$ cat config.mk
export PLATFORM = sky130hd
export DESIGN_NAME = muldiv_unit
export DESIGN_NICKNAME = d
export VERILOG_FILES = /design/src/rtl/muldiv_unit.sv
export SDC_FILE = /design/constraint.sdc
export NUM_CORES = 1
export LEC_CHECK = 0
export ABC_AREA = 1
export CELL_PAD_IN_SITES_DETAIL_PLACEMENT = 2
export CELL_PAD_IN_SITES_GLOBAL_PLACEMENT = 2
export CORE_UTILIZATION = 33
export CTS_CLUSTER_SIZE = 40
export DETAILED_ROUTE_END_ITERATION = 7
export PLACE_DENSITY_LB_ADDON = 0.1
export REMOVE_ABC_BUFFERS = 1
export SLEW_MARGIN = 10
export SYNTH_ARGS = -nofsm -noshare
export SYNTH_HDL_FRONTEND = slang
export SYNTH_SLANG_ARGS = --single-unit
$ cat constraint.sdc
create_clock -name clk -period 5.5 [get_ports clk]
set_clock_uncertainty 0.1 [all_clocks]
set_input_delay 0.55 -clock clk [delete_from_list [all_inputs] [get_ports clk]]
set_output_delay 0.55 -clock clk [all_outputs]
set_load 0.02 [all_outputs]
$ cat src/rtl/muldiv_unit.sv
// RV32M multiply/divide unit: a 32-cycle iterative shift-add multiplier and restoring divider.
// Latency is fixed at 33 cycles from acceptance to done for every funct3.
module muldiv_unit (
    input  logic        clk,
    input  logic        rst_n,
    input  logic        start,
    input  logic [2:0]  funct3,
    input  logic [31:0] op_a,
    input  logic [31:0] op_b,
    input  logic        flush,
    output logic        busy,
    output logic        done,
    output logic [31:0] result
);

    typedef enum logic [1:0] {
        S_IDLE = 2'd0,
        S_BUSY = 2'd1,
        S_DONE = 2'd2
    } state_t;

    state_t      r_state;
    logic [4:0]  r_cnt;
    logic        r_busy;
    logic        r_done;
    logic [31:0] r_result;
    logic [63:0] r_acc;
    logic [31:0] r_opb;
    logic        r_is_mul;
    logic        r_neg;
    logic        r_sel_hi;
    logic        r_special;
    logic [31:0] r_special_val;

    logic        w_sa;
    logic        w_sb;
    logic        w_sel_hi;
    logic        w_neg;
    logic [31:0] w_mag_a;
    logic [31:0] w_mag_b;
    logic        w_div_zero;
    logic        w_ovf;
    logic [31:0] w_special_val;
    logic        w_accept;
    logic        w_step;
    logic [32:0] w_mul_sum;
    logic [63:0] w_mul_nx;
    logic [32:0] w_div_sh;
    logic [31:0] w_div_sub;
    logic [63:0] w_div_nx;
    logic [63:0] w_acc_nx;
    logic [63:0] w_neg64;
    logic [31:0] w_pick;
    logic [31:0] w_final;

    // Operand decode at acceptance: signedness, magnitudes, result selection and special cases
    always_comb begin
        w_sa     = 1'b0;
        w_sb     = 1'b0;
        w_sel_hi = 1'b0;
        case (funct3)
            3'b000: w_sel_hi = 1'b0;
            3'b001: begin w_sa = op_a[31]; w_sb = op_b[31]; w_sel_hi = 1'b1; end
            3'b010: begin w_sa = op_a[31]; w_sel_hi = 1'b1; end
            3'b011: w_sel_hi = 1'b1;
            3'b100: begin w_sa = op_a[31]; w_sb = op_b[31]; end
            3'b101: w_sel_hi = 1'b0;
            3'b110: begin w_sa = op_a[31]; w_sb = op_b[31]; w_sel_hi = 1'b1; end
            3'b111: w_sel_hi = 1'b1;
            default: w_sel_hi = 1'b0;
        endcase
        w_mag_a    = w_sa ? (32'd0 - op_a) : op_a;
        w_mag_b    = w_sb ? (32'd0 - op_b) : op_b;
        // Remainder follows the dividend sign; products and quotients follow the sign XOR
        w_neg      = (funct3 == 3'b110) ? w_sa : (w_sa ^ w_sb);
        w_div_zero = funct3[2] && (op_b == 32'd0);
        w_ovf      = funct3[2] && !funct3[0] && (op_a == 32'h8000_0000) && (op_b == 32'hFFFF_FFFF);
        w_special_val = w_div_zero ? (funct3[1] ? op_a : 32'hFFFF_FFFF)
                                   : (funct3[1] ? 32'd0 : 32'h8000_0000);
    end

    // One iteration of the shift-add multiply or restoring divide, plus final sign fix-up
    always_comb begin
        w_mul_sum = {1'b0, r_acc[63:32]} + (r_acc[0] ? {1'b0, r_opb} : 33'd0);
        w_mul_nx  = {w_mul_sum, r_acc[31:1]};
        w_div_sh  = {r_acc[63:32], r_acc[31]};
        w_div_sub = w_div_sh[31:0] - r_opb;
        w_div_nx  = (w_div_sh >= {1'b0, r_opb}) ? {w_div_sub, r_acc[30:0], 1'b1}
                                                : {w_div_sh[31:0], r_acc[30:0], 1'b0};
        w_acc_nx  = r_is_mul ? w_mul_nx : w_div_nx;
        w_neg64   = 64'd0 - w_acc_nx;
        w_pick    = r_sel_hi ? w_acc_nx[63:32] : w_acc_nx[31:0];
        w_final   = w_pick;
        if (r_special) begin
            w_final = r_special_val;
        end else if (r_is_mul && r_neg) begin
            w_final = r_sel_hi ? w_neg64[63:32] : w_neg64[31:0];
        end else if (r_neg) begin
            w_final = 32'd0 - w_pick;
        end else begin
            w_final = w_pick;
        end
    end

    assign w_accept = start && !flush && ((r_state == S_IDLE) || (r_state == S_DONE));
    assign w_step   = (r_state == S_BUSY) && !flush;

    // Control FSM with registered busy/done and the architectural result register
    always_ff @(posedge clk or negedge rst_n) begin
        if (!rst_n) begin
            r_state  <= S_IDLE;
            r_cnt    <= 5'd0;
            r_busy   <= 1'b0;
            r_done   <= 1'b0;
            r_result <= 32'd0;
        end else if (flush) begin
            r_state <= S_IDLE;
            r_cnt   <= 5'd0;
            r_busy  <= 1'b0;
            r_done  <= 1'b0;
        end else begin
            case (r_state)
                S_IDLE, S_DONE: begin
                    r_done <= 1'b0;
                    r_cnt  <= 5'd0;
                    if (start) begin
                        r_state <= S_BUSY;
                        r_busy  <= 1'b1;
                    end else begin
                        r_state <= S_IDLE;
                        r_busy  <= 1'b0;
                    end
                end
                S_BUSY: begin
                    r_cnt <= r_cnt + 5'd1;
                    if (r_cnt == 5'd31) begin
                        r_state  <= S_DONE;
                        r_busy   <= 1'b0;
                        r_done   <= 1'b1;
                        r_result <= w_final;
                    end else begin
                        r_state <= S_BUSY;
                    end
                end
                default: begin
                    r_state <= S_IDLE;
                    r_cnt   <= 5'd0;
                    r_busy  <= 1'b0;
                    r_done  <= 1'b0;
                end
            endcase
        end
    end

    // Datapath: operands are captured only on acceptance and iterated only while BUSY
    always_ff @(posedge clk or negedge rst_n) begin
        if (!rst_n) begin
            r_acc         <= 64'd0;
            r_opb         <= 32'd0;
            r_is_mul      <= 1'b0;
            r_neg         <= 1'b0;
            r_sel_hi      <= 1'b0;
            r_special     <= 1'b0;
            r_special_val <= 32'd0;
        end else if (w_accept) begin
            r_is_mul      <= !funct3[2];
            r_acc         <= {32'd0, (funct3[2] ? w_mag_a : w_mag_b)};
            r_opb         <= funct3[2] ? w_mag_b : w_mag_a;
            r_neg         <= (funct3 == 3'b000) ? 1'b0 : w_neg;
            r_sel_hi      <= w_sel_hi;
            r_special     <= w_div_zero || w_ovf;
            r_special_val <= w_special_val;
        end else if (w_step) begin
            r_acc <= w_acc_nx;
        end else begin
            r_acc <= r_acc;
        end
    end

    assign busy   = r_busy;
    assign done   = r_done;
    assign result = r_result;

endmodule

==> metrics.md <==
| Metric | Value |
|---|---|
| Run status | complete, but fails checks |
| Failing checks | negative hold slack |
| Area grow syn2layout | 15.2% |
| Worst skew pair latency | 520 ps |
| Final nets | between 3000 and 4000 |
| Final setup violating endpoints | 0 |
| Synth area leaders | dfrtp_1, nand2_1, inv_1, nand3_1, nor2_1 |
| # DRC | 0 |
| Inst Count DP | between 4000 and 5000 |
| Number of global-route vias before repair | 26100 |
| Worst R2R End | result[18]$_DFFE_PN0P_ |
| Synthesized area per cell | between 5 and 6 um^2 |
| Multiplexer share of the synthesized area | less than 1% |
| Hold Slack | -39.8 ps |
| Yosys reg bits | ~170 |
| Fin crit period | 5300 ps |
| Rows | between 80 and 90 |
| Synth top area share | roughly 22% |
| Final Hold Vio Count | 6 |
| Post-Synth XOR/XNOR Area | about 3.5% |
| Routability congestion estimate | 1.01 |
| Post-Syn Instances | between 3000 and 4000 |
| Gr ovfl total | 0 |
| R2R Setup Slk | ~200 ps |
| Longest Clk Path Bufs | 2 |
| Top cell type by total area after synthesis | dfrtp_1 |
| Die X | 246 um |
| Port Buf Inserts | around 100 |
| Clock slew at reported path FFs | about 80 ps |
| Area share of and/or/nand/nor cells after synthesis | approximately two fifths |
| Synth unique cells | 57 |
| Cell Area, Synth | just under 0.02 mm^2 |
| Initial antenna violation count | 3 |
| CTS tree | built |
| Worst-path maximum fanout | 18 |
| CP startpoint kind | flip-flop |
| # diodes | 0 |
| 1st-iter DRT viols | about 2000 |
| Worst slew pin tran | between 1000 and 1500 ps |
| Core footprint | 0.0590 mm^2 |
| Worst Path Required | about 5800 ps |
| Setup_tns | 0 ps |
| Final Non-Filler Cells | 4290 |
| Reg2Reg Depth | 25 |
| Post-route ant nets | 0 |
| Period utilization | 96.3% |
| WS Path Type | flip-flop to flip-flop |
| Main synth FF type | dfrtp_1 |
| Clock Tree Root | clkbuf_16 |
| Pre-CTS setup slack | 318 ps |
| Max-Cap Viols | 0 |
| P_leak | between 10 and 15 nW |
| H-tree levels | 4 |
| HP Class | primary input to async pin |
| Largest family of logic cells by synthesized area | simple AND/OR/NAND/NOR gates |
| GR Util All Layers | between 30% and 40% |
| Die height | approximately 250 um |
| Share of cells above drive strength 1 | about 7.9% |
| Drt wl/cell | ~28 um |
| Register area share after synthesis | a little over a fifth |
| Slew HR | 27.4% |
| Fin. max-slew vios | 0 |
| Io pins | ~110 |
| Reg2reg start | r_acc[0]$_DFFE_PN0P_ |
| Asr flop ratio synth | between 90% and 100% |
| Power Density | ~600 mW/mm^2 |
| PnR worst setup slack | ~200 ps |
| Power Total | about 13 mW |
| Synth Area in Compound Gates | between 10% and 20% |
| Yosys warnings | 0 |
| HPWL Detailed | 100 mm |
| Fill cell count | around 7600 |
| Clk sink count | about 170 |
| Via count | roughly 25000 |
| Peak VDD IR | between 0.2 and 0.25 mV |
| First-pass GRT wire length | roughly 180 mm |
| Routed Wire Length | 121 mm |
| Initial Utilization | roughly 33% |
| Total die area | about 0.06 mm^2 |
| Adder-Cell Fraction of Synth Area | between 4 and 5% |
| CTS buffer count | 17 |
| Worst setup EP type | flip-flop |
| Via density per instance | 5.80 |
| EDFF count, synth | 0 |
| Fmax | about 0.19 GHz |
| Largest net degree at the start of global routing | around 90 |
| Arrival time at the worst endpoint | between 5000 and 6000 ps |
| Pre-antenna DRT Iters | 5 |
==> critical path, stage by stage (launching register included) <==
cell,delay (ps)
dfrtp_1,410
buf_4,230
nand2_1,110
inv_1,50
ha_1,450
a21oi_1,580
o21ai_0,330
a21oi_1,240
nand2_1,240
nand2_1,130
nand3_1,80
nand3_2,380
nand2_1,100
nand2_1,220
nand2_1,190
nor2_2,210
buf_4,170
inv_1,40
nor2_1,170
nand2_1,110
nand2_1,80
nand2_1,70
nand3_1,70
nand2_1,60
o21ai_0,240
nand2_1,80
==> synth_stat cells (41+ instances only) <==
| library cell | instances |
|---|---|
| o22ai_1 | 52 |
| nor3_1 | 41 |
| inv_1 | 511 |
| nor2_1 | 312 |
| nand3_1 | 303 |
| o21ai_0 | 191 |
| xor2_1 | 53 |
| nand4_1 | 58 |
| dfrtp_1 | 173 |
| nand2_1 | 1057 |
| a21oi_1 | 142 |
| ha_1 | 71 |
| clkbuf_1 | 82 |
==> per-stage QoR <==
| step | hold WS, ps | instance area [um^2] | util [%] |
|---|---|---|---|
| after floorplan | 154 | 19100 | - |
| after global routing | 22.6 | 22700 | 38.4 |
| final | -39.8 | 22700 | 38.4 |
| after global placement | 352 | 22000 | 37.3 |
| after detailed placement | 364 | 22000 | 37.3 |
| after CTS | 14.4 | 22600 | 38.3 |
==> cells by family after synthesis <==
group | count (synthesis)
muxes | 3
DFF | 173
buffers and inverters | 651
xor gates and xnor gates | 79
AOI/OAI and AO/OA | 520
adders and majority gates | 73
and+or+nand+nor | 1894
==> how the worst max path moves through the flow <==
| stage | startpoint | endpoint | slack (ps) |
|---|---|---|---|
| final | r_acc[0]$_DFFE_PN0P_ | result[18]$_DFFE_PN0P_ | 200 |
| after global routing | r_opb[14]$_DFFE_PN0P_ | result[6]$_DFFE_PN0P_ | -5 |
| after CTS | r_opb[11]$_DFFE_PN0P_ | result[26]$_DFFE_PN0P_ | 260 |
| after detailed placement | r_opb[11]$_DFFE_PN0P_ | result[10]$_DFFE_PN0P_ | 320 |
| after global placement | r_opb[11]$_DFFE_PN0P_ | result[10]$_DFFE_PN0P_ | 490 |
| after floorplan | r_is_mul$_DFFE_PN0P_ | result[22]$_DFFE_PN0P_ | 200 |
==> power breakdown <==
part / total (mW) / switching (mW) / internal (mW)
clock: 1.34 / 0.724 / 0.618
sequential: 1.80 / 0.281 / 1.52
combinational: 10.3 / 7.58 / 2.76
total: 13.5 / 8.59 / 4.90
==> flip-flops by register name, summed over array words and instances (netlist names) <==
signal,cells
busy,1
done,1
r_acc,64
r_cnt,5
r_is_mul,1
r_neg,1
r_opb,32
r_sel_hi,1
r_special,1
r_special_val,32
r_state,2
result,32
==> what timing repair did <==
item                                    in CTS  in global routing
buffers inserted                             0                  2
gates resized for setup                      0                  8
hold buffers                                 0                  0
endpoints found under the setup margin       0                  9
==> routing by layer <==
| layer | track usage, % | up-vias | wire [um] |
|---|---|---|---|
| met5 | 0 | - | 33 |
| met4 | 19.9 | 4 | 6520 |
| met3 | 6.57 | 234 | 7830 |
| met2 | 63.7 | 894 | 54200 |
| met1 | 51.6 | 12600 | 52200 |
| li1 | - | 11100 | - |
==> area by class of cell <==
class / instances / area (um^2) / share of cell area (%)
clock buffer: 17 / 425 / 1.88
sequential: 173 / 4330 / 19.1
multi-input combinational: 2569 / 12800 / 56.6
tap: 773 / 967 / 4.27
clock inverter: 15 / 194 / 0.856
inverter: 531 / 1990 / 8.79
timing repair buffer: 212 / 1920 / 8.46
==> cell usage in the layout (no fill, tap or decap), types with 21 or more instances in the layout <==
master and instances:
inv_1 507, nand2_2 24, clkdlybuf4s50_1 103, xnor2_1 26, nor3_1 41, o21ai_0 191
a21oi_1 140, nand2_1 1054, nor2_1 308, nand3_1 302, nand4_1 58, nor2_2 33
o22ai_1 52, dfrtp_1 170, ha_1 71, buf_4 103, inv_2 22, xor2_1 53
o21ai_1 21, o211ai_1 21, o221ai_1 31
(Power assumes the default switching activity.)
